==> src/rtl/udp_rx_probe_tap_if.sv <==
// UDP receive byte stream as seen by the probe tap: data byte plus valid/last/error qualifiers.
interface udp_rx_probe_tap_if;
   logic [7:0] rx_data;
   logic       rx_valid;
   logic       rx_last;
   logic       rx_err;

   modport master (output rx_data, rx_valid, rx_last, rx_err);
   modport slave  (input  rx_data, rx_valid, rx_last, rx_err);
endinterface

==> src/rtl/udp_rx_probe_tap.sv <==
// Passive tap on the UDP receive stream: frame-state tracking plus registered probe buses
// for the downstream logic analyzer. Every probe is exactly one cycle behind the stream.
module udp_rx_probe_tap #(
   parameter int TS_W    = 25,
   parameter int FCNT_W  = 25,
   parameter int MAX_LEN = 1480
) (
   input  logic              clk,
   input  logic              rst,
   udp_rx_probe_tap_if.slave rx_if,
   input  logic              cnt_clr_i,
   output logic [7:0]        probe_data_o,
   output logic              probe_valid_o,
   output logic [15:0]       probe_byte_idx_o,
   output logic [TS_W-1:0]   probe_ts_o,
   output logic [1:0]        probe_state_o,
   output logic [7:0]        probe_err_cnt_o,
   output logic [FCNT_W-1:0] probe_frame_cnt_o,
   output logic [3:0]        probe_flags_o,
   output logic              probe_sof_o,
   output logic              probe_eof_o,
   output logic [15:0]       probe_udp_len_o
);
   typedef enum logic [1:0] {S_IDLE = 2'd0, S_HDR = 2'd1, S_PAYLOAD = 2'd2, S_DROP = 2'd3} state_t;

   localparam logic [15:0] LAST_IDX = 16'(MAX_LEN - 1);
   localparam int F_LEN = 3, F_RXERR = 2, F_RUNT = 1, F_OVF = 0;

   logic [1:0]        rst_sync_q;
   logic              rst_int;
   state_t            state_q, state_d;
   logic [15:0]       idx_q, cur_idx, byte_idx_q;
   logic [7:0]        data_q, len_hi_q, err_cnt_q;
   logic              valid_q, sof_q, sof_d, eof_q, eof_d, len_bad;
   logic [3:0]        flags_q, flags_d, set_flags;
   logic [15:0]       udp_len_q;
   logic [TS_W-1:0]   ts_q;
   logic [FCNT_W-1:0] frame_cnt_q;

   wire v = rx_if.rx_valid;
   wire l = rx_if.rx_last;
   wire e = rx_if.rx_err;

   // Reset asserts immediately but releases only after two clean clock edges.
   always_ff @(posedge clk or posedge rst) begin
      if (rst) rst_sync_q <= 2'b11;
      else     rst_sync_q <= {rst_sync_q[0], 1'b0};
   end
   assign rst_int = rst_sync_q[1];

   assign cur_idx = (state_q == S_IDLE) ? 16'd0 : idx_q;
   assign len_bad = (cur_idx + 16'd1) != udp_len_q;

   always_ff @(posedge clk or posedge rst_int) begin
      if (rst_int) state_q <= S_DROP;
      else         state_q <= state_d;
   end

   always_comb begin
      state_d = state_q;
      case (state_q)
         S_IDLE:
            if (v) begin
               if (l)      state_d = S_IDLE;
               else if (e) state_d = S_DROP;
               else        state_d = S_HDR;
            end
         S_HDR:
            if (!v || l)               state_d = S_IDLE;
            else if (e)                state_d = S_DROP;
            else if (cur_idx == 16'd7) state_d = S_PAYLOAD;
         S_PAYLOAD:
            if (!v || l)                         state_d = S_IDLE;
            else if (e || cur_idx == LAST_IDX)   state_d = S_DROP;
         default:
            if (!v || l) state_d = S_IDLE;
      endcase
   end

   always_comb begin
      sof_d     = 1'b0;
      eof_d     = 1'b0;
      set_flags = 4'b0000;
      case (state_q)
         S_IDLE:
            if (v) begin
               sof_d = 1'b1;
               if (l) begin
                  eof_d = 1'b1;
                  set_flags[F_RUNT] = 1'b1;
               end
               if (e) begin
                  eof_d = 1'b1;
                  set_flags[F_RXERR] = 1'b1;
               end
            end
         S_HDR:
            if (!v) begin
               eof_d = 1'b1;
               set_flags[F_RUNT] = 1'b1;
            end else begin
               if (e) begin
                  eof_d = 1'b1;
                  set_flags[F_RXERR] = 1'b1;
               end
               if (l) begin
                  eof_d = 1'b1;
                  if (cur_idx < 16'd7) set_flags[F_RUNT] = 1'b1;
                  else if (len_bad)    set_flags[F_LEN]  = 1'b1;
               end
            end
         S_PAYLOAD:
            if (!v) begin
               eof_d = 1'b1;
               set_flags[F_LEN] = 1'b1;
            end else begin
               if (e) begin
                  eof_d = 1'b1;
                  set_flags[F_RXERR] = 1'b1;
               end
               if (l) begin
                  eof_d = 1'b1;
                  set_flags[F_LEN] = len_bad;
               end else if (cur_idx == LAST_IDX) begin
                  eof_d = 1'b1;
                  set_flags[F_OVF] = 1'b1;
               end
            end
         default: ;
      endcase
   end

   assign flags_d = sof_d ? set_flags : (flags_q | set_flags);

   always_ff @(posedge clk or posedge rst_int) begin
      if (rst_int) begin
         data_q      <= '0;
         valid_q     <= 1'b0;
         idx_q       <= '0;
         byte_idx_q  <= '0;
         sof_q       <= 1'b0;
         eof_q       <= 1'b0;
         flags_q     <= '0;
         len_hi_q    <= '0;
         udp_len_q   <= '0;
         ts_q        <= '0;
         frame_cnt_q <= '0;
         err_cnt_q   <= '0;
      end else begin
         data_q  <= rx_if.rx_data;
         valid_q <= v;
         sof_q   <= sof_d;
         eof_q   <= eof_d;
         flags_q <= flags_d;
         if (v) begin
            idx_q      <= cur_idx + 16'd1;
            byte_idx_q <= cur_idx;
         end
         // Length is published whole on byte 5 so the previous value holds through byte 4.
         if (state_q == S_HDR && v && cur_idx == 16'd4) len_hi_q  <= rx_if.rx_data;
         if (state_q == S_HDR && v && cur_idx == 16'd5) udp_len_q <= {len_hi_q, rx_if.rx_data};
         if (cnt_clr_i) ts_q <= '0;
         else           ts_q <= ts_q + TS_W'(1);
         if (cnt_clr_i) begin
            frame_cnt_q <= '0;
            err_cnt_q   <= '0;
         end else if (eof_d) begin
            frame_cnt_q <= frame_cnt_q + FCNT_W'(1);
            if (|flags_d && err_cnt_q != 8'hFF) err_cnt_q <= err_cnt_q + 8'd1;
         end
      end
   end

   assign probe_data_o      = data_q;
   assign probe_valid_o     = valid_q;
   assign probe_byte_idx_o  = byte_idx_q;
   assign probe_ts_o        = ts_q;
   assign probe_state_o     = state_q;
   assign probe_err_cnt_o   = err_cnt_q;
   assign probe_frame_cnt_o = frame_cnt_q;
   assign probe_flags_o     = flags_q;
   assign probe_sof_o       = sof_q;
   assign probe_eof_o       = eof_q;
   assign probe_udp_len_o   = udp_len_q;
endmodule

==> src/flat_wrapper.sv <==
// flat-port wrapper written by rule: the top's interface ports become plain ports
module udp_rx_probe_tap_flat 
#(
   parameter int TS_W    = 25,
   parameter int FCNT_W  = 25,
   parameter int MAX_LEN = 1480
)
  (clk, rst, cnt_clr_i, probe_data_o, probe_valid_o, probe_byte_idx_o, probe_ts_o, probe_state_o, probe_err_cnt_o, probe_frame_cnt_o, probe_flags_o, probe_sof_o, probe_eof_o, probe_udp_len_o, rx_if_rx_data, rx_if_rx_valid, rx_if_rx_last, rx_if_rx_err);
  udp_rx_probe_tap_if rx_if_i ();
  input  logic clk;
  input  logic rst;
  input  logic cnt_clr_i;
  output logic [7:0] probe_data_o;
  output logic probe_valid_o;
  output logic [15:0] probe_byte_idx_o;
  output logic [TS_W-1:0] probe_ts_o;
  output logic [1:0] probe_state_o;
  output logic [7:0] probe_err_cnt_o;
  output logic [FCNT_W-1:0] probe_frame_cnt_o;
  output logic [3:0] probe_flags_o;
  output logic probe_sof_o;
  output logic probe_eof_o;
  output logic [15:0] probe_udp_len_o;
  input wire logic [$bits(rx_if_i.rx_data)-1:0] rx_if_rx_data;
  input wire logic [$bits(rx_if_i.rx_valid)-1:0] rx_if_rx_valid;
  input wire logic [$bits(rx_if_i.rx_last)-1:0] rx_if_rx_last;
  input wire logic [$bits(rx_if_i.rx_err)-1:0] rx_if_rx_err;
  assign rx_if_i.rx_data = rx_if_rx_data;
  assign rx_if_i.rx_valid = rx_if_rx_valid;
  assign rx_if_i.rx_last = rx_if_rx_last;
  assign rx_if_i.rx_err = rx_if_rx_err;
  udp_rx_probe_tap #(.TS_W(TS_W), .FCNT_W(FCNT_W), .MAX_LEN(MAX_LEN)) u_core (.clk(clk), .rst(rst), .rx_if(rx_if_i), .cnt_clr_i(cnt_clr_i), .probe_data_o(probe_data_o), .probe_valid_o(probe_valid_o), .probe_byte_idx_o(probe_byte_idx_o), .probe_ts_o(probe_ts_o), .probe_state_o(probe_state_o), .probe_err_cnt_o(probe_err_cnt_o), .probe_frame_cnt_o(probe_frame_cnt_o), .probe_flags_o(probe_flags_o), .probe_sof_o(probe_sof_o), .probe_eof_o(probe_eof_o), .probe_udp_len_o(probe_udp_len_o));
endmodule
==> config.mk <==
export PLATFORM = sky130hd
export DESIGN_NAME = udp_rx_probe_tap_flat
export DESIGN_NICKNAME = d
export VERILOG_FILES = /design/src/rtl/udp_rx_probe_tap_if.sv /design/src/rtl/udp_rx_probe_tap.sv /design/src/flat_wrapper.sv
export SDC_FILE = /design/constraint.sdc
export NUM_CORES = 1
export LEC_CHECK = 0
export CORE_MARGIN = 2
export CORE_UTILIZATION = 57
export DETAILED_ROUTE_END_ITERATION = 7
export GPL_TIMING_DRIVEN = 0
export HOLD_SLACK_MARGIN = 0.03
export PLACE_DENSITY = 0.83
export SLEW_MARGIN = 40
export SYNTH_ARGS = -nofsm -noshare
export SYNTH_HDL_FRONTEND = slang
export SYNTH_SLANG_ARGS = --single-unit
==> constraint.sdc <==
create_clock -name clk -period 8.49 [get_ports clk]
set_input_delay 1.698 -clock clk [delete_from_list [all_inputs] [get_ports clk]]
set_output_delay 1.698 -clock clk [all_outputs]
set_load 0.02 [all_outputs]
# ---- Word-level counts from Yosys, hierarchy flattened
# Cells that the tools add are included.
dict set report op_classes {
  muxes 48
  n_reduce_logical 14
  order_cmp 1
  n_bitwise 1
  addsub 4
  eq_ne 11
}
# cell n
set ops {}
lappend ops {{$mux W25} 3}
lappend ops {{$add A25 B1 Y25 const B} 2}
lappend ops {{$eq A16 B3 Y1 const B} 3}
lappend ops {{$mux W1} 24}
lappend ops {{$mux W8} 3}
lappend ops {{$mux W2} 11}
lappend ops {{$add A16 B1 Y16 const B} 1}
lappend ops {{$eq A16 B11 Y1 const B} 1}
lappend ops {{$lt A16 B3 Y1 const B} 1}
lappend ops {{$mux W16} 1}
lappend ops {{$ne A16 B16 Y1} 1}
lappend ops {{$add A8 B1 Y8 const B} 1}
lappend ops {{$ne A8 B8 Y1 const B} 1}
lappend ops {{$pmux W1 S3} 2}
lappend ops {{$pmux W2 S3} 1}
lappend ops {{$logic_and A1 B1 Y1} 4}
lappend ops {{$mux W4} 1}
lappend ops {{$ne A4 B2 Y1 const B} 1}
lappend ops {{$or A4 B4 Y4} 1}
lappend ops {{$pmux W1 S2} 2}
lappend ops {{$reduce_and A4 Y1} 1}
lappend ops {{$reduce_bool A2 Y1} 2}
lappend ops {{$reduce_bool A4 Y1} 1}
lappend ops {{$reduce_or A4 Y1} 1}
lappend ops {{other kinds (8)} 9}
dict set report totals {
  output_inout_bits 107
  ff_bits 133
  in_bits 14
  elab_cells 93
}

# ---- Logic depth before layout (Yosys ltp)
dict set report depth {
  word_depth 16
  mapped_depth 19
  ltp_nobuf 15
}

# ---- Least setup slack after synthesis
# OpenSTA, ideal clock, no wires.
dict set report synth_timing {
  kind {register to register}
  start {register u_core.state_q[0] (netlist: u_core.probe_state_o[0])}
  end {register u_core.err_cnt_q[5] (netlist: u_core.probe_err_cnt_o[5])}
  required_ps 8362
  setup_time_ps 128
  n_path_buf 4
  t_arrival_ps 4038
  slack_ps 4324
  path_stages_with_launch 20
  cell_sequence {dfstp_2 -> inv_1 -> ha_1 -> buf_2 -> inv_1 -> clkbuf_1 -> nand2_1 -> inv_1 -> ha_1 -> buf_4 -> nand4_2 -> or4_1 -> and4_1 -> a221oi_2 -> o2111ai_1 -> nor4_2 -> o21a_1 -> buf_2 -> nor4_1 -> mux2_1}
}
dict set report synth_via {
  elab_chain_cells 15
  elab_cells_between_ends 36
  cone_classes {add/sub: 1; order compare: 1; eq/ne: 4; mux: 23; bitwise: 1; reduce/logical: 6}
}
# element line
set synth_rtl {}
lappend synth_rtl {{start: declaration} udp_rx_probe_tap.sv:31} ;# state_t state_q, state_d;
lappend synth_rtl {{start signal: assignment} udp_rx_probe_tap.sv:56} ;# else state_q <= state_d;
lappend synth_rtl {{$logic_not A2 Y1 *} udp_rx_probe_tap.sv:51} ;# assign cur_idx = (state_q == S_IDLE) ? 16'd0 : idx_q;
lappend synth_rtl {{$mux W16 *} udp_rx_probe_tap.sv:51}
lappend synth_rtl {{via u_core.cur_idx[1]} udp_rx_probe_tap.sv:32} ;# logic [15:0] idx_q, cur_idx, byte_idx_q;
lappend synth_rtl {{$add A16 B1 Y16} udp_rx_probe_tap.sv:52} ;# assign len_bad = (cur_idx + 16'd1) != udp_len_q;
lappend synth_rtl {{$ne A16 B16 Y1} udp_rx_probe_tap.sv:52}
lappend synth_rtl {{$mux W1} udp_rx_probe_tap.sv:109} ;# else if (len_bad) set_flags[F_LEN] = 1'b1;
lappend synth_rtl {{$mux W1} udp_rx_probe_tap.sv:108} ;# if (cur_idx < 16'd7) set_flags[F_RUNT] = 1'b1;
lappend synth_rtl {{$mux W1} udp_rx_probe_tap.sv:106} ;# if (l) begin
lappend synth_rtl {{$mux W2} udp_rx_probe_tap.sv:98} ;# if (!v) begin
lappend synth_rtl {{$pmux W1 S2} udp_rx_probe_tap.sv:84} ;# case (state_q)
lappend synth_rtl {{$or A4 B4 Y4} udp_rx_probe_tap.sv:133} ;# assign flags_d = sof_d ? set_flags : (flags_q | set_flags);
lappend synth_rtl {{$mux W4} udp_rx_probe_tap.sv:133}
lappend synth_rtl {{$reduce_or A4 Y1} udp_rx_probe_tap.sv:169} ;# if (|flags_d && err_cnt_q != 8'hFF) err_cnt_q <= err_cnt_q + 8'd1;
lappend synth_rtl {{$logic_and A1 B1 Y1} udp_rx_probe_tap.sv:169}
lappend synth_rtl {{$reduce_bool A2 Y1 (no line)} n/a}
lappend synth_rtl {{$reduce_and A2 Y1 (no line) *} n/a}
lappend synth_rtl {{end signal: assignment} udp_rx_probe_tap.sv:169}
lappend synth_rtl {{end: declaration} udp_rx_probe_tap.sv:33} ;# logic [7:0] data_q, len_hi_q, err_cnt_q;
# The timed path passes the listed nets; every way through them passes the cells marked *.
# A chain may end at the register's enable or synchronous reset.

# ---- Worst setup path in the final report
# Ends and elaborated chain as after synthesis.

==> metrics.txt <==
final net count=834; Top Ports=121; gr busiest metal=met2; crit path launch type=flip-flop; met3 global-route usage=8.30%; met1 Use GR=35.5%; clock skew=0.00753 ns; Critical Path RT=8.80 ns; Crit Path Class=reg2reg; Vias=5,833; share of layout cells above drive strength 1=12.3%; Non-Filler Instances=967; Slew @ Worst Pin=0.822 ns; final slew viol count=0; die area=12,700 sq um; grt met2 use=50.9%; worst hold path type=reg2async; crit share post-route=62.5%; minimum clock period=5.31 ns; kind of end point of the critical path=flip-flop; share of the synthesized area in the top cell type=47.9%; Max Cap Viol=0; total wire length=18,100 microns; Area growth, synth to finish=29.9%; Port Buf Inserts=120; RSZ-0062 raised after global routing=no; final core occ=76.4%; # hold bufs at CTS=0; Synth area leaders=dfrtp_1 (48%), mux2_2 (5.2%), xor2_1 (4.5%), nor2_1 (4.2%), nand2_1 (3.4%); synthesized area=6740 sq um; DR iter-0 viols=448; Post-CTS Setup Inserts=0; worst skew pair latency=0.43 ns; Worst IR Drop VDD=0.195 mV; core area=11,500 sq um; Slew Limit Headroom=45.0%; Max Buffers Root-to-Sink=2; vias per cell=6.03; Main synth FF type=dfrtp_1; Synth Register Bits=133; initial antenna violation count=0; placed cell count=935; Initial Util=58.8%; Post-Syn Nets=694; setup_tns=0 ns; commonest non-fill, non-tap cell in the layout=dfrtp_1; CTS sink cnt=133; syn avg cell area=10.0 sq um; Resized Gates After CTS=0; WP data arrival=5.61 ns; post-synth top area cell=dfrtp_1; LEAKAGE=3.72 nW; Fin. Hold Viols=0; Ant. Diodes=0; GRT Total Usage=29.5%; vias in the first global route=5,959; register area share after synthesis=49.4%; Detail Placement HPWL=12,400 microns; Row Count=39; outcome=finished clean; ys async rst share=100%; Distinct cells, synth=73; Max Clk Rate=0.188 GHz; Cells after Synth=671; Yosys warning count=0; H-tree Lvls=4; total gr overflow=0; TritonRoute pass-1 iters=5; Worst-path clk slew=0.06 ns; pwr/cell area=245 nW/um^2; EDFF count, synth=0; largest net degree at the start of global routing=77; CTS tree=yes; routability cong.=0.915; Post-route DRC=0; setup violators final=0; worst-path fanout max=10; DR WL/cell=18.7 microns; Die Wd=113 microns; clk root buf=clkbuf_16; first-pass GRT wire length=29,800 microns; post-route ant nets=0; chip height=113 microns; Num CTS Buffers=17; commonest non-fill, non-tap cells in the layout=dfrtp_1 (129), clkdlybuf4s50_1 (120), nor2_1 (75), nand2_1 (61), xor2_1 (35)
critical path, stage by stage, from the launching register on:
cell	delay (ns)
dfstp_2	0.56
inv_1	0.08
ha_1	0.27
buf_2	0.22
inv_1	0.23
clkbuf_1	0.45
nand2_1	0.15
inv_1	0.10
ha_1	0.15
buf_4	0.16
nand4_2	0.28
nor4_1	0.72
xnor2_1	0.19
o211ai_1	0.12
a2111o_1	0.37
nor4_2	0.38
o21a_1	0.16
buf_2	0.20
nor4_1	0.09
mux2_1	0.32
kinds of logic after synthesis:
group	synth area share, %
compound gates	11.6
xor+xnor	7.22
fa+ha+maj	1.67
buf+inv	3.71
flops	49.4
mux	6.53
other cells	0.0556
simple gates	19.7
flip-flops by register name, summed over array words and instances (netlist names):
name / cells
u_core.probe_udp_len_o: 16
u_core.probe_state_o: 2
u_core.probe_eof_o: 1
u_core.probe_ts_o: 25
u_core.len_hi_q: 8
u_core.probe_data_o: 8
u_core.probe_byte_idx_o: 16
u_core.probe_flags_o: 4
u_core.probe_frame_cnt_o: 25
u_core.probe_valid_o: 1
u_core.idx_q: 16
u_core.rst_sync_q: 2
u_core.probe_err_cnt_o: 8
u_core.probe_sof_o: 1
report_power, final:
group | switching [mW] | leakage [nW] | total (mW) | internal (mW)
Combinational | 0.371 | 1.62 | 0.621 | 0.250
Clock | 0.271 | 0.295 | 0.756 | 0.485
Sequential | 0.0673 | 1.80 | 0.770 | 0.702
Total | 0.710 | 3.72 | 2.15 | 1.44
layout make-up:
type | instances | area (sq um)
plain buffers | 38 | 186
clock buffers | 24 | 482
clock inverters | 8 | 121
fillers | 777 | 2710
inverters | 17 | 71.3
multi-input cells | 483 | 3160
flip-flops and latches | 133 | 3330
well taps | 143 | 179
repair buffers | 121 | 1230
cells in the mapped netlist, drive strengths merged (3+ instances only):
cell type  number
nor4b           4
inv            17
and3           14
or4             6
nand3          27
nor3           11
nand4b          3
dfrtp         129
o21ai          33
ha              9
nand4          15
dfstp           4
mux2i           8
xnor2          18
o31ai           9
a21oi          32
buf            24
nor2b           9
and4            4
o2bb2ai         7
nor4            7
a22o            7
xor2           35
or3            13
nor2           75
a21o            3
clkbuf         14
nand2          62
o22ai           5
mux2           32
or2             4
metrics by stage:
step	area (sq um)	power (mW)	hold slack (ns)	setup slack, ns
finish	8760	2.15	0.273	3.18
global route	8760	2.23	0.310	2.93
CTS	8760	2.15	0.292	3.31
detailed placement	8160	1.38	0.286	3.32
global placement	8120	1.36	0.348	3.39
floorplan	6740	1.16	0.345	4.32
path summary, 6_finish.rpt:
check	from	to	slack (ns)	cells past startpoint
worst min-delay path	u_core.rst_sync_q[1]	u_core.len_hi_q[2]	0.27	1
worst max register to register	u_core.probe_state_o[0]	u_core.probe_err_cnt_o[5]	3.18	19
worst max-delay path	u_core.probe_state_o[0]	u_core.probe_err_cnt_o[5]	3.18	19
max in group asynchronous	rst	u_core.rst_sync_q[1]	6.84	2
min in group clk	u_core.rst_sync_q[0]	u_core.rst_sync_q[1]	0.36	0
worst min register to register	u_core.rst_sync_q[1]	u_core.len_hi_q[2]	0.27	1
layer usage:
metal | vias to the layer above | part of all wire, %
met4 | 0 | 2.4
li1 | 2658 | -
met1 | 2869 | 40
met3 | 47 | 7.5
met5 | - | 0
met2 | 259 | 50
Note: power is estimated with default switching activity, not from simulation.
